File: src/rtl/mul_arbiter_if.sv
// Bundle between four requesters, the arbiter and a shared multiplier.
// slave = arbiter side, master = requester/multiplier side.
interface mul_arbiter_if #(parameter int N = 8);
   logic [3:0]     req;
   logic [4*N-1:0] a_in;
   logic [4*N-1:0] b_in;
   logic [3:0]     ack;
   logic           rsp_valid;
   logic [1:0]     rsp_id;
   logic [2*N-1:0] rsp_data;
   logic           mul_start;
   logic [N-1:0]   mul_m1;
   logic [N-1:0]   mul_m2;
   logic           mul_done;
   logic [2*N-1:0] mul_out;
   logic           busy;
   logic           err;

   modport slave (
      input  req, a_in, b_in, mul_done, mul_out,
      output ack, rsp_valid, rsp_id, rsp_data, mul_start, mul_m1, mul_m2, busy, err
   );

   modport master (
      output req, a_in, b_in, mul_done, mul_out,
      input  ack, rsp_valid, rsp_id, rsp_data, mul_start, mul_m1, mul_m2, busy, err
   );
endinterface

File: src/rtl/mul_arbiter.sv
// Round-robin arbiter sharing one multi-cycle multiplier among four requesters.
// Optional WAIT timeout enabled by defining MUL_ARB_TIMEOUT_EN.
module mul_arbiter #(
   parameter int N       = 8,
   parameter int TIMEOUT = 64
) (
   input logic           clk,
   input logic           rst_n,
   mul_arbiter_if.slave  bus
);
   typedef enum logic [1:0] {IDLE, LAUNCH, WAIT, RESP} state_t;

   state_t         state_q, state_d;
   logic [1:0]     last_q, last_d;
   logic [1:0]     id_q, id_d;
   logic [N-1:0]   m1_q, m1_d, m2_q, m2_d;
   logic [3:0]     ack_q, ack_d;
   logic           start_q, start_d;
   logic           rsp_valid_q, rsp_valid_d;
   logic [1:0]     rsp_id_q, rsp_id_d;
   logic [2*N-1:0] rsp_data_q, rsp_data_d;

   logic           gnt_vld;
   logic [1:0]     gnt_id;
   logic [1:0]     idx;

`ifdef MUL_ARB_TIMEOUT_EN
   localparam int TW = $clog2(TIMEOUT + 1);
   logic [TW-1:0]  tmo_q, tmo_d;
   logic           err_q, err_d;
`endif

   // Search starts just above the last served requester and wraps back to it.
   always_comb begin
      gnt_vld = 1'b0;
      gnt_id  = last_q;
      idx     = last_q;
      for (int i = 1; i <= 4; i++) begin
         idx = last_q + 2'(i);
         if (!gnt_vld && bus.req[idx]) begin
            gnt_vld = 1'b1;
            gnt_id  = idx;
         end
      end
   end

   always_comb begin
      state_d     = state_q;
      last_d      = last_q;
      id_d        = id_q;
      m1_d        = m1_q;
      m2_d        = m2_q;
      ack_d       = '0;
      start_d     = 1'b0;
      rsp_valid_d = 1'b0;
      rsp_id_d    = rsp_id_q;
      rsp_data_d  = rsp_data_q;
`ifdef MUL_ARB_TIMEOUT_EN
      tmo_d       = tmo_q;
      err_d       = err_q;
`endif
      case (state_q)
         IDLE: if (gnt_vld) begin
            state_d        = LAUNCH;
            id_d           = gnt_id;
            m1_d           = bus.a_in[gnt_id*N +: N];
            m2_d           = bus.b_in[gnt_id*N +: N];
            ack_d[gnt_id]  = 1'b1;
            start_d        = 1'b1;
         end
         LAUNCH: begin
            state_d = WAIT;
`ifdef MUL_ARB_TIMEOUT_EN
            tmo_d   = '0;
`endif
         end
         WAIT: if (bus.mul_done) begin
            state_d     = RESP;
            rsp_valid_d = 1'b1;
            rsp_id_d    = id_q;
            rsp_data_d  = bus.mul_out;
`ifdef MUL_ARB_TIMEOUT_EN
            err_d       = 1'b0;
         end else if (tmo_q == TW'(TIMEOUT - 1)) begin
            // Give up on the multiplier and answer with a flagged zero.
            state_d     = RESP;
            rsp_valid_d = 1'b1;
            rsp_id_d    = id_q;
            rsp_data_d  = '0;
            err_d       = 1'b1;
         end else begin
            tmo_d       = tmo_q + 1'b1;
`endif
         end
         RESP: begin
            state_d = IDLE;
            last_d  = rsp_id_q;
         end
         default: state_d = IDLE;
      endcase
   end

   always_ff @(posedge clk or negedge rst_n) begin
      if (!rst_n) begin
         state_q     <= IDLE;
         last_q      <= 2'd3;
         id_q        <= '0;
         m1_q        <= '0;
         m2_q        <= '0;
         ack_q       <= '0;
         start_q     <= 1'b0;
         rsp_valid_q <= 1'b0;
         rsp_id_q    <= '0;
         rsp_data_q  <= '0;
`ifdef MUL_ARB_TIMEOUT_EN
         tmo_q       <= '0;
         err_q       <= 1'b0;
`endif
      end else begin
         state_q     <= state_d;
         last_q      <= last_d;
         id_q        <= id_d;
         m1_q        <= m1_d;
         m2_q        <= m2_d;
         ack_q       <= ack_d;
         start_q     <= start_d;
         rsp_valid_q <= rsp_valid_d;
         rsp_id_q    <= rsp_id_d;
         rsp_data_q  <= rsp_data_d;
`ifdef MUL_ARB_TIMEOUT_EN
         tmo_q       <= tmo_d;
         err_q       <= err_d;
`endif
      end
   end

   assign bus.ack       = ack_q;
   assign bus.mul_start = start_q;
   assign bus.mul_m1    = m1_q;
   assign bus.mul_m2    = m2_q;
   assign bus.rsp_valid = rsp_valid_q;
   assign bus.rsp_id    = rsp_id_q;
   assign bus.rsp_data  = rsp_data_q;
   assign bus.busy      = (state_q != IDLE);
`ifdef MUL_ARB_TIMEOUT_EN
   assign bus.err       = err_q;
`else
   assign bus.err       = 1'b0;
`endif
endmodule

File: src/flat_wrapper.sv
// flat-port wrapper written by rule: the top's interface ports become plain ports
module mul_arbiter_flat 
#(
   parameter int N       = 8,
   parameter int TIMEOUT = 64
)
  (clk, rst_n, bus_req, bus_a_in, bus_b_in, bus_mul_done, bus_mul_out, bus_ack, bus_rsp_valid, bus_rsp_id, bus_rsp_data, bus_mul_start, bus_mul_m1, bus_mul_m2, bus_busy, bus_err);
  mul_arbiter_if #(.N(N)) bus_i ();
  input logic clk;
  input logic rst_n;
  input wire logic [$bits(bus_i.req)-1:0] bus_req;
  input wire logic [$bits(bus_i.a_in)-1:0] bus_a_in;
  input wire logic [$bits(bus_i.b_in)-1:0] bus_b_in;
  input wire logic [$bits(bus_i.mul_done)-1:0] bus_mul_done;
  input wire logic [$bits(bus_i.mul_out)-1:0] bus_mul_out;
  output wire logic [$bits(bus_i.ack)-1:0] bus_ack;
  output wire logic [$bits(bus_i.rsp_valid)-1:0] bus_rsp_valid;
  output wire logic [$bits(bus_i.rsp_id)-1:0] bus_rsp_id;
  output wire logic [$bits(bus_i.rsp_data)-1:0] bus_rsp_data;
  output wire logic [$bits(bus_i.mul_start)-1:0] bus_mul_start;
  output wire logic [$bits(bus_i.mul_m1)-1:0] bus_mul_m1;
  output wire logic [$bits(bus_i.mul_m2)-1:0] bus_mul_m2;
  output wire logic [$bits(bus_i.busy)-1:0] bus_busy;
  output wire logic [$bits(bus_i.err)-1:0] bus_err;
  assign bus_i.req = bus_req;
  assign bus_i.a_in = bus_a_in;
  assign bus_i.b_in = bus_b_in;
  assign bus_i.mul_done = bus_mul_done;
  assign bus_i.mul_out = bus_mul_out;
  assign bus_ack = bus_i.ack;
  assign bus_rsp_valid = bus_i.rsp_valid;
  assign bus_rsp_id = bus_i.rsp_id;
  assign bus_rsp_data = bus_i.rsp_data;
  assign bus_mul_start = bus_i.mul_start;
  assign bus_mul_m1 = bus_i.mul_m1;
  assign bus_mul_m2 = bus_i.mul_m2;
  assign bus_busy = bus_i.busy;
  assign bus_err = bus_i.err;
  mul_arbiter #(.N(N), .TIMEOUT(TIMEOUT)) u_core (.clk(clk), .rst_n(rst_n), .bus(bus_i));
endmodule
File: config.mk
export PLATFORM = sky130hd
export DESIGN_NAME = mul_arbiter_flat
export DESIGN_NICKNAME = d
export VERILOG_FILES = /design/src/rtl/mul_arbiter_if.sv /design/src/rtl/mul_arbiter.sv /design/src/flat_wrapper.sv
export SDC_FILE = /design/constraint.sdc
export NUM_CORES = 1
export LEC_CHECK = 0
export ABC_CLOCK_PERIOD_IN_PS = 2300
export CAP_MARGIN = 0
export CORE_UTILIZATION = 30
export CTS_BUF_LIST = sky130_fd_sc_hd__clkbuf_4 sky130_fd_sc_hd__clkbuf_8
export DETAILED_ROUTE_END_ITERATION = 16
export GPL_TIMING_DRIVEN = 1
export PLACE_DENSITY = 0.7
export SYNTH_ARGS = -nofsm -noshare
export SYNTH_HDL_FRONTEND = slang
export SYNTH_SLANG_ARGS = --single-unit
File: constraint.sdc
create_clock -name clk -period 2.3 [get_ports clk]
set_input_delay 0.46 -clock clk [delete_from_list [all_inputs] [get_ports clk]]
set_output_delay 0.46 -clock clk [all_outputs]
set_load 0.02 [all_outputs]
Word level (Yosys, flattened, before mapping)
Index checks and enable logic that the tools add are counted.
{"block": "totals", "inputBits": 87, "ram_bits": 0, "word_cells": 65, "output_inout_bits": 42, "register_bits": 46, "latch_bits": 0, "mem_bits_ro": 0, "n_memories": 0}
{"block": "classes", "mul": 0, "mux": 27, "eq_ne": 5, "n_addsub": 3, "n_lt_le_gt_ge": 6, "n_reduce_logical": 12, "bitwise": 0, "shifts": 2, "div": 0}
{"op": "32-bit by 6-bit indexed part select with 8-bit output", "count": 2}
{"op": "2-bit by 3-bit < comparator with 1-bit output (second input constant)", "count": 5}
{"op": "1-bit two-way mux", "count": 13}
{"op": "2-bit two-way mux", "count": 6}
{"op": "1-bit binary-select mux with 2-bit select", "count": 4}
{"op": "4-bit two-way mux", "count": 2}
{"op": "2-bit one-hot mux with 4 select lines", "count": 1}
{"op": "2-bit AND reduction", "count": 3}
{"op": "2-bit adder (second input constant)", "count": 2}
{"op": "2-bit == test (second input constant)", "count": 2}
{"op": "1-bit logical AND", "count": 4}
{"op": "1-bit logical NOT", "count": 3}
{"op": "2-bit by 1-bit adder with 2-bit output (second input constant)", "count": 1}
{"op": "1-bit demux with 2-bit select", "count": 1}
{"op": "2-bit by 1-bit == test with 1-bit output (second input constant)", "count": 1}
{"op": "2-bit by 1-bit >= comparator with 1-bit output (second input constant)", "count": 1}
{"op": "2-bit logical NOT", "count": 1}
{"op": "2-bit by 1-bit != test with 1-bit output (second input constant)", "count": 1}
{"op": "2-bit != test (second input constant)", "count": 1}
{"op": "2-bit nonzero test", "count": 1}

Logic depth before layout (Yosys ltp)
Gate-level depths: netlist (run 1).
{"block": "logic_depth", "ltp_word": 19, "mapped_depth": 8, "depth_no_buf": 6}

Worst setup path after synthesis (run 1)
Ideal clock, no wire load.
{"block": "synth_timing", "path_type": "reg-to-reg", "startpoint": "reg u_core.last_q[0]", "endpoint": "reg u_core.m1_q[0], in the netlist u_core.bus.mul_m1[0]", "period_less_slack_ns": 1.756, "setup_time_ns": 0.132, "n_path_buf": 2, "arrival_ns": 1.624, "path_stages_with_launch": 8, "setup_slack_ns": 0.544, "required_time_ns": 2.168, "cell_sequence": "dfstp_2 -> nor2b_2 -> o21a_1 -> nor3_2 -> buf_6 -> buf_8 -> mux2i_1 -> o221ai_2"}
{"block": "synth_between", "elab_chain_len": 14, "elab_cells_between_ends": 27, "classes_between": "add/sub: 3; shift: 1; mux: 16; reduce/logical: 7"}
{"element": "start: declaration", "line": "mul_arbiter.sv:14", "text": "logic [1:0] last_q, last_d;"}
{"element": "start signal: assignment", "line": "mul_arbiter.sv:121", "text": "last_q <= last_d;"}
{"element": "2-bit by 1-bit adder with 2-bit output", "line": "mul_arbiter.sv:39", "text": "idx = last_q + 2'(i);"}
{"element": "1-bit binary-select mux with 2-bit select", "line": "mul_arbiter.sv:40", "text": "if (!gnt_vld && bus.req[idx]) begin"}
{"element": "1-bit two-way mux (implied by the code)", "line": "mul_arbiter.sv:40"}
{"element": "1-bit two-way mux", "line": "mul_arbiter.sv:40"}
{"element": "1-bit logical NOT", "line": "mul_arbiter.sv:40"}
{"element": "1-bit logical AND", "line": "mul_arbiter.sv:40"}
{"element": "1-bit two-way mux", "line": "mul_arbiter.sv:40"}
{"element": "1-bit logical NOT", "line": "mul_arbiter.sv:40"}
{"element": "1-bit logical AND", "line": "mul_arbiter.sv:40"}
{"element": "1-bit two-way mux", "line": "mul_arbiter.sv:40"}
{"element": "1-bit logical NOT", "line": "mul_arbiter.sv:40"}
{"element": "1-bit logical AND", "line": "mul_arbiter.sv:40"}
{"element": "2-bit two-way mux or 1-bit two-way mux (tied branches)", "line": "mul_arbiter.sv:40"}
{"element": "32-bit by 6-bit indexed part select with 8-bit output or 2-bit AND reduction (tied branches)"}
{"element": "end signal: assignment", "line": "mul_arbiter.sv:123", "text": "m1_q <= m1_d;"}
{"element": "end: declaration", "line": "mul_arbiter.sv:16", "text": "logic [N-1:0] m1_q, m1_d, m2_q, m2_d;"}
Several ways; a longest one is shown, not always the timed one. The select of a mux whose other input is x is not followed.
A chain may end at the register's enable or synchronous reset.

Worst setup path in the final report (run 1)
{"block": "layout_timing", "startpoint": "reg u_core.state_q[0]", "endpoint": "out bus_busy"}
{"block": "layout_between", "elab_chain_len": 1}
{"element": "start: declaration", "line": "mul_arbiter.sv:13", "text": "state_t state_q, state_d;"}
{"element": "start signal: assignment", "line": "mul_arbiter.sv:120", "text": "state_q <= state_d;"}
{"element": "2-bit nonzero test", "line": "mul_arbiter.sv:144", "text": "assign bus.busy = (state_q != IDLE);"}
{"element": "end: declaration", "line": "flat_wrapper.sv:23", "text": "output wire logic [$bits(bus_i.busy)-1:0] bus_busy;"}
No other way between the ends.

==> results of run 1 <==
-- path summary, 6_finish.rpt --
path / from / to / slack [ps] / depth (start not counted)
setup / recovery: u_core.state_q[0]$_DFFE_PN0P_ / bus_busy / 210 / 4
hold / removal: rst_n / u_core.bus.rsp_data[13]$_DFFE_PN0P_ / 210 / 1
setup reg to reg: u_core.last_q[0]$_DFFE_PN1N_ / u_core.bus.mul_m2[5]$_DFFE_PN0P_ / 400 / 6
hold reg to reg: u_core.bus.mul_m2[4]$_DFFE_PN0P_ / u_core.bus.mul_m2[4]$_DFFE_PN0P_ / 490 / 2
max in group asynchronous: rst_n / u_core.bus.rsp_data[0]$_DFFE_PN0P_ / 1410 / 2
min in group clk: u_core.bus.mul_m2[4]$_DFFE_PN0P_ / u_core.bus.mul_m2[4]$_DFFE_PN0P_ / 490 / 2
-- cell usage after synthesis, types with 3 or more instances --
| library cell | number |
|---|---|
| dfrtp_1 | 44 |
| o221ai_1 | 8 |
| o221ai_2 | 8 |
| o21ai_0 | 3 |
| mux2_2 | 20 |
| buf_4 | 5 |
| mux2i_1 | 33 |
| a21oi_1 | 4 |
| inv_1 | 4 |
| ha_1 | 3 |
| nor2_1 | 5 |
| nand2b_1 | 4 |
| nand2_1 | 19 |
-- area by class of cell --
| cell class | instances | area [um2] | area share |
|---|---|---|---|
| inverter | 6 | 22.5 | 0.00583 |
| multi-input combinational | 123 | 1050 | 0.272 |
| clock buffer | 6 | 76.3 | 0.0197 |
| sequential | 46 | 1150 | 0.298 |
| clock inverter | 2 | 37.5 | 0.00971 |
| timing repair buffer | 138 | 1400 | 0.362 |
| tap | 99 | 124 | 0.0320 |
-- routing by layer --
layer,track usage,wire (um),vias up
met4,0.0403,56,0
met3,0.0387,363,7
met1,0.180,2590,910
met2,0.258,3000,64
li1,-,-,940
met5,0,0,-
-- critical path: cells and delay by family (launching register included) --
family                     cells  cell delay, ps
DFF                            1             380
adders and majority gates      1             240
buffers and inverters          3             720
-- cell families (layout without fill, tap and decap cells) --
kind of cell    after synthesis  after routing  share of synthesized area
buf+inv                      18            152                     0.0599
flops                        46             46                      0.493
mux                          53             53                      0.237
compound gates               31             31                      0.121
simple gates                 35             35                     0.0711
fa+ha+maj                     3              3                     0.0160
other cells                   1              1                    0.00160
-- sequential cells by signal, summed over array words and instances, names as in the netlist --
name,flops
u_core.bus.rsp_data,16
u_core.bus.mul_m1,8
u_core.bus.mul_m2,8
u_core.bus.ack,4
u_core.bus.rsp_id,2
u_core.id_q,2
u_core.last_q,2
u_core.state_q,2
u_core.bus.mul_start,1
u_core.bus.rsp_valid,1
-- power by group through the flow --
stage	combinational (mW)	sequential, mW	clock [mW]
after detailed placement	2.91	1.45	0
after CTS	2.92	1.44	0.642
final	2.87	1.44	0.612
after floorplan	1.39	1.82	0
after global routing	3.08	1.49	0.668
after global placement	2.87	1.44	0
==> flow_summary_export.csv, run 1 <==
group,metric,value,unit
floorplanning,rows,31,
detailed_routing,drc,0,
clock_tree,cts_hold_buf,0,
clock_tree,post_cts_buffers,0,
layout,final_common_cell,"clkdlybuf4s50_1",
place,port_buffers,127,
timing,maxSlewHeadroom,0.514,
power_and_ir_drop,power.total,4.92,mW
logic_synthesis,synth.yosys.seq_area_share,0.493,
clock_tree,cts_buffer_depth,2,
timing,rsz0062_at_grt,"false",
grt,track_usage,0.148,
timing,tightestPinTransition,729,ps
grt,grt_pass1_wl,9650,um
clock_tree,cts-htree-levels,2,
logic_synthesis,syn_avg_cell_area,12.5,um2
layout,final_cell_mix,"126 x clkdlybuf4s50_1, 44 x dfrtp_1, 33 x mux2i_1",
logic_synthesis,synth_fp_nets,277,
detailed_routing,ant_nets,0,
floorplanning,die_w,90.3,um
critical_path,worst-setup-path-type,"reg -> out",
clock_tree,clockRootBuffer,"clkbuf_8",
grt,grt_pass1_vias,2006,
layout,fin_nets,410,
power_and_ir_drop,power_density,1270,mW/mm2
power_and_ir_drop,p_int,3.05,mW
timing,period_minus_slack,2090,ps
critical_path,cp.arrival,1630,ps
clock_tree,cts_tree,"yes",
place,dp.cells,412,
critical_path,start_kind,"flop",
timing,timing.setup.tns,0,ps
grt,grt-ovfl-total,0,
critical_path,timing.critical_path.mode_cell,"inv_1",
place,pre_cts_ws,-17.0,ps
timing,fmax,479,MHz
floorplanning,die_h,90.3,um
critical_path,crit_slowest_cell,"clkdlybuf4s50_1",
run,max-cap-violations,0,
grt,grt_max_degree,33,
layout,drive_above_1_share,0.171,
logic_synthesis,postSynthCellCount,187,
detailed_routing,wirelength,6000,um
power_and_ir_drop,clockPowerShare,0.124,
status,status,"completed",
timing,finClkSkew,5.04,ps
layout,n_fill_cell,668,
logic_synthesis,synthTopCellsByArea,"dfrtp_1 47%, mux2i_1 14%, mux2_2 9.6%, o221ai_2 5.1%, nand2_1 3.0%",
place,placed_area,0.00375,mm2
logic_synthesis,synth.cell_area,0.00234,mm2
clock_tree,cts_resized,0,
layout,syn_to_final_growth,65.2,%
detailed_routing,dr.pass1.iters,4,
power_and_ir_drop,switching_share,0.379,
timing,holdWs,212,ps
clock_tree,clock_latency,290,ps
floorplanning,io_pins,129,
layout,fin_cells,420,
clock_tree,clkTransAtPathRegs,90,ps
detailed_routing,avgViaCountPerCell,4.57,
logic_synthesis,synth_top_area_cell,"dfrtp_1",
logic_synthesis,ys_types,33,
critical_path,required,1840,ps
clock_tree,clock_sinks,46,
detailed_routing,wl_per_cell,14.3,um
place,gp_congestion,0.794,
layout,n_antenna_cell,0,
logic_synthesis,ys_ff_latch,46,
layout,final_area,0.00386,mm2
timing,setup_violations,0,
power_and_ir_drop,p_seq_frac,0.292,
floorplanning,dieArea,0.00816,mm2
critical_path,crit_fanout,4,
critical_path,max_stage_delay,590,ps
timing,period_share,0.907,
power_and_ir_drop,p_sw,1.87,mW
detailed_routing,drtIter0Drc,30,
logic_synthesis,ys.flop_type,"dfrtp_1",
power_and_ir_drop,ir_drop,0.432,mV
power_and_ir_drop,comb_power_share,0.583,
timing,drv_slew,0,
logic_synthesis,synth-edff-count,0,
layout,utilization,0.522,
hold_path,hold_path_class,"in -> async",
clock_tree,numCtsBuffers,5,
logic_synthesis,async_flop_share,1.00,
critical_path,cp_cell_sequence,"inv_1 > ha_1 > inv_1 > clkdlybuf4s50_1",
floorplanning,core_area,0.00741,mm2
floorplanning,initial_core_util,0.316,
critical_path,critPathCaptureType,"output port",
grt,antenna_found_initial,0,
timing,fin_ws,213,ps
logic_synthesis,ys.warnings.count,0,
logic_synthesis,yosysTopAreaCellShare,0.471,
power_and_ir_drop,power.leakage,1.66,nW
timing,final-hold-violation-count,0,
detailed_routing,num_vias,1921,
place,dpl.hpwl,4520,um
Power figures use the tool's default switching activity.
==> run 2, diff against run 1 <==
--- a/config.mk
+++ b/config.mk
@@ -12,6 +12,7 @@
 export DETAILED_ROUTE_END_ITERATION = 16
 export GPL_TIMING_DRIVEN = 1
 export PLACE_DENSITY = 0.7
+export SETUP_SLACK_MARGIN = 0.05
 export SYNTH_ARGS = -nofsm -noshare
 export SYNTH_HDL_FRONTEND = slang
 export SYNTH_SLANG_ARGS = --single-unit
==> results of run 2 <==
Same layout as run 1: the final DEF is identical, and so are final timing and power.
==> variant 1 (settings of run 1) <==
`N` is set to 8 in 3 places; all go to 4.
--- a/src/rtl/mul_arbiter_if.sv
+++ b/src/rtl/mul_arbiter_if.sv
@@ -1,5 +1,5 @@
 // Bundle between four requesters, the arbiter and a shared multiplier.
 // slave = arbiter side, master = requester/multiplier side.
-interface mul_arbiter_if #(parameter int N = 8);
+interface mul_arbiter_if #(parameter int N = 4);
    logic [3:0]     req;
    logic [4*N-1:0] a_in;
--- a/src/rtl/mul_arbiter.sv
+++ b/src/rtl/mul_arbiter.sv
@@ -2,5 +2,5 @@
 // Optional WAIT timeout enabled by defining MUL_ARB_TIMEOUT_EN.
 module mul_arbiter #(
-   parameter int N       = 8,
+   parameter int N       = 4,
    parameter int TIMEOUT = 64
 ) (
--- a/src/flat_wrapper.sv
+++ b/src/flat_wrapper.sv
@@ -2,5 +2,5 @@
 module mul_arbiter_flat 
 #(
-   parameter int N       = 8,
+   parameter int N       = 4,
    parameter int TIMEOUT = 64
 )
Ports: changed (6 resized); port bits go from 129 to 73. No check against the original RTL was run, so the function may have changed too.
==> variant 1 against run 1 <==
Worst setup slack improved by 22 ps; cell area decreased by 37%; global-route usage fell by 1.5 points; register-to-register slack better by 40 ps; critical path depth is the same; routed wire length fell by 42%; sequential cell count fell by 16; clock skew hardly changed; first-iteration DRC count up 10%; synthesized area shrank 34%; power decreased by 36%.
==> variant 1: results (changes against run 1) <==
GRT
  – Global Route Usage Sum: 13.3% (-1.5 points)
  – First-pass GRT wire length: 5440 um (-44%)
  – Initial antenna violation count: 0 (unchanged)
  – Vias in the first global route: 1181 (-41%)
  – Pin count of the biggest net entering global routing: 31 (-6.1%)

Critical path
  – Reg2reg setup slack: 440 ps (+40 ps)
  – Critical Path AT: 1600 ps (-30 ps)

Finish
  – Largest register FFs: 8 (-8)
  – Nets: 254 (-38%)
  – Filler Cell Count: 445 (-33%)
  – Layout area overhead: 57.2%
  – Fraction of layout cells with a size suffix above 1: 20.0% (+2.9 points)

Drt
  – Post-DR vias/cell: 4.58 (about the same)
  – Wire per inst: 12.8 um (-11%)
  – DR iter-0 viols: 33 (+10%)

Yosys
  – Seq/Total Area, Yosys: 48.5% (-0.83 points)
  – Net count after synthesis: 179 (-35%)
  – Cells after synthesis: 129 (-31%)
  – Synth cell count leaders: 28 x dfrtp_1, 17 x mux2i_1, 13 x nand2_1, 12 x mux2_2, 8 x o221ai_2
  – Top cell type's share of synthesized area: 45.1% (-2.0 points)
  – Synth cell types: 32 (-3.0%)
  – Synth area leaders: dfrtp_1 45%, mux2i_1 11%, mux2_2 8.7%, o221ai_2 7.7%, dfstp_2 3.4%

Power
  – Total leakage power: 0.00106 uW (-36%)
  – IR drop worst, VDD: 0.549 mV (+27%)

Placement
  – Routability congestion estimate: 0.726 (-8.5%)
  – Pre-CTS WS: -3.31 ps (+13.7 ps)
  – Dpl hpwl: 2560 um (-43%)
  – IO Port Bufs: 71 (-44%)

Hold path
  – Min-Delay Path Class: reg -> reg

Clock tree
  – CTS clk-pin slew, worst paths: 60 ps (-30 ps)
  – Worst-skew pair later-pin latency: 270 ps (-20 ps)
  – Number of H-tree levels: 2 (unchanged)

Timing
  – Max_slew headroom: 54.2% (+2.8 points)
  – Clock skew: 5.37 ps (+0.328 ps)

Outcome
  – Status: finished clean
[variant 1: path summary, 6_finish.rpt]
| path | startpoint | cells after the start | endpoint |
|---|---|---|---|
| setup reg to reg | u_core.last_q[0]$_DFFE_PN1N_ | 6 | u_core.bus.mul_m2[3]$_DFFE_PN0P_ |
| setup / recovery | u_core.state_q[0]$_DFFE_PN0P_ | 4 | bus_busy |
| hold / removal | u_core.bus.mul_m1[1]$_DFFE_PN0P_ | 2 | u_core.bus.mul_m1[1]$_DFFE_PN0P_ |
| max in group asynchronous | rst_n | 2 | u_core.last_q[1]$_DFFE_PN1N_ |
| hold reg to reg | u_core.bus.mul_m1[1]$_DFFE_PN0P_ | 2 | u_core.bus.mul_m1[1]$_DFFE_PN0P_ |
| min in group asynchronous | rst_n | 2 | u_core.bus.rsp_data[6]$_DFFE_PN0P_ |
[variant 1: layout make-up]
type / count / share of cell area (%)
Sequential cell: 30 / 30.8
Timing Repair Buffer: 76 / 31.6
Clock buffer: 8 / 3.74
Multi-Input combinational cell: 83 / 29.1
Inverter: 8 / 1.23
Tap cell: 67 / 3.43
[variant 1: through the flow]
step | TNS, ps | cell area, um^2 | std cells | hold slack (ps)
6_report | 0 | 2440 | 272 | 488
5_1_grt | 0 | 2440 | 272 | 516
3_5_place_dp | -3.31 | 2350 | 264 | 478
3_3_place_gp | 0 | 2350 | 264 | 475
4_1_cts | 0 | 2440 | 272 | 494
2_1_floorplan | 0 | 1550 | 129 | 164
[variant 1: logic make-up (layout without fill, tap and decap cells)]
group | count (synthesis) | after routing | synth area share, %
compound gates | 23 | 23 | 15.1
simple gates | 27 | 27 | 7.97
buf+inv | 16 | 92 | 6.20
mux | 29 | 29 | 19.6
fa+ha+maj | 3 | 3 | 2.42
other cells | 1 | 1 | 0.241
flops | 30 | 30 | 48.5
[variant 1: worst reg2reg max path, delay by kind of cell (launching register included)]
kind | cells | cell delay (ps)
multiplexers | 1 | 270
flip-flops | 1 | 600
buffers and inverters | 1 | 220
AO/OA/AOI/OAI | 3 | 480
AND/OR/NAND/NOR | 1 | 150
[variant 1: layer usage]
layer	global-route usage [%]	vias to the layer above	share of wire, %
met1	17.2	597	46
met4	5.13	0	1.0
met2	20.9	42	47
met5	0	-	0
met3	4.07	4	5.6
li1	-	602	-
[variant 1: where the power goes]
part | internal [uW] | switching (uW)
Sequential | 797 | 162
Combinational | 921 | 853
Clock | 250 | 175
==> variant 2 (settings of run 1) <==
Made on the original files. Encoding of `state_t`: now one-hot (4 bits for 4 states).
--- a/src/rtl/mul_arbiter.sv
+++ b/src/rtl/mul_arbiter.sv
@@ -9,5 +9,5 @@
    mul_arbiter_if.slave  bus
 );
-   typedef enum logic [1:0] {IDLE, LAUNCH, WAIT, RESP} state_t;
+   typedef enum logic [3:0] {IDLE = 4'b0001, LAUNCH = 4'b0010, WAIT = 4'b0100, RESP = 4'b1000} state_t;
 
    state_t         state_q, state_d;
Check against the original RTL: same outputs for any inputs over 10 cycles, from zero or initial values and one cycle with rst_n low; not proved beyond that.
==> variant 2 against run 1 <==
Routed wire length increased by 2.6%; first-iteration DRC count increased to 2.5 times the old value; fmax increased by 3.4%; worst setup slack improved by 68 ps; cell area decreased by 0.23%; sequential cell count increased by 2; power decreased by 8.5%; synthesized area increased by 1.8%; critical endpoint unchanged; largest power group unchanged.
==> variant 2: results (changes against run 1) <==
Timing
  – Worst slew pin tran: 557 ps (-172 ps)
  – Final Critical Period: 2020 ps (-67.8 ps)
  – Clock skew: 8.46 ps (+3.42 ps)

Clock tree
  – Post-CTS setup buffer count: 0 (unchanged)
  – Clock root buffer: clkbuf_8
  – Max clock buf depth: 2 (unchanged)

Placement
  – Dpl cells: 458 (+11%)
  – Dpl hpwl: 4760 um (+5.2%)
  – Dpl cell area: 3760 um^2 (+0.20%)
  – Pre-CTS WS: 11.3 ps (+28.3 ps)
  – Routability congestion estimate: 0.777 (-2.1%)

GRT
  – Met2 Use GR: 27.0% (+1.3 points)
  – Global Route Usage Sum: 15.7% (+0.92 points)
  – Pin count of the biggest net entering global routing: 21 (-36%)
  – First-pass GRT wire length: 10400 um (+7.9%)
  – Met3 usage: 4.77% (+0.90 points)
  – GR Util met1: 19.2% (+1.2 points)
  – Vias in the first global route: 2200 (+9.7%)

Critical path
  – FF-to-FF End: u_core.bus.mul_m2[1]$_DFFE_PN0P_
  – Reg2reg path depth: 5 (-1)
  – Critical Path AT: 1560 ps (-70 ps)
  – Slowest-stage cell, CP: dfstp_2
  – Critical path startpoint: u_core.state_q[0]$_DFFE_PN1P_
  – Worst-path fanout max: 6 (+2)
  – Setup crit end: bus_busy
  – FF-to-FF Start: u_core.last_q[1]$_DFFE_PN1N_

Power
  – IR drop worst, VDD: 0.456 mV (+5.5%)
  – Total leakage power: 0.00171 uW (+3.1%)

Yosys
  – Synth cell count leaders: 77 x nand2_1, 45 x dfrtp_1, 35 x mux2i_1, 17 x o221ai_1, 8 x nor2_1
  – Synth area leaders: dfrtp_1 47%, mux2i_1 15%, nand2_1 12%, o221ai_1 6.3%, dfstp_2 3.3%
  – Net count after synthesis: 322 (+16%)
  – Synth cell types: 35 (+6.1%)
  – Mean post-synth cell area: 10.1 um^2 (-19%)
  – Seq/Total Area, Yosys: 50.6% (+1.3 points)

Drt
  – DR iter-0 viols: 76 (+150%)
  – Post-DR vias/cell: 4.56 (-0.39%)
  – Wire length on met1: 2620 um (+1.5%)
  – Wire length on met2: 3160 um (+5.4%)
  – Met3 WL: 344 um (-5.2%)
  – Wire per inst: 13.2 um (-7.5%)
  – Via count: 2123 (+11%)

Finish
  – Filler Cell Count: 739 (+11%)
  – Nets: 450 (+9.8%)
  – Fraction of layout cells with a size suffix above 1: 7.42% (-9.7 points)
  – # diodes: 0 (unchanged)

Outcome
  – Status: finished clean

Hold path
  – Min-Delay Path Class: in -> async
==> variant 2: changes by cell type in the layout (fill, tap and decap cells not counted), sizes merged, moves of 3 or more <==
cell / before / now
nand2: 20 / 77
mux2: 20 / 1
ha: 3 / 0
nor2: 5 / 8
==> variant 2: cell families (layout without fill, tap and decap cells) <==
group | after synthesis | in the layout | synth area share [%]
simple gates | 99 | 99 | 17.6
flops | 48 | 48 | 50.6
other cells | 1 | 1 | 0.157
buf+inv | 22 | 151 | 6.88
compound gates | 29 | 29 | 9.61
mux | 36 | 36 | 15.2
==> variant 2: cell type report <==
cell class / count / area, um^2 / share of cell area (%)
Sequential cell: 48 / 1200 / 31.2
Inverter: 7 / 28.8 / 0.746
Tap cell: 102 / 128 / 3.31
Timing Repair Buffer: 136 / 1380 / 35.9
Clock buffer: 8 / 97.6 / 2.53
Multi-Input combinational cell: 165 / 1010 / 26.3
==> variant 2: how the worst min path moves through the flow <==
stage	start	end	slack (ps)	cells after the start
floorplan	rst_n	u_core.bus.ack[0]$_DFF_PN0_	160	0
global placement	rst_n	u_core.bus.mul_m2[6]$_DFFE_PN0P_	450	1
detailed placement	rst_n	u_core.bus.mul_m2[6]$_DFFE_PN0P_	440	1
CTS	rst_n	u_core.bus.mul_m2[5]$_DFFE_PN0P_	110	1
global route	rst_n	u_core.bus.mul_m2[5]$_DFFE_PN0P_	120	1
finish	rst_n	u_core.bus.mul_m2[5]$_DFFE_PN0P_	100	1
==> variant 2: power by group <==
group          total, uW  internal [uW]  switching [uW]
combinational       2500           1250            1240
clock                528            269             259
sequential          1480           1240             235
total               4500           2760            1740
==> variant 2: critical path: cells and delay by family (launching register included) <==
family,cells,cell delay [ps]
flip-flops,1,580
buffers and inverters,1,560
AND/OR/NAND/NOR,1,130
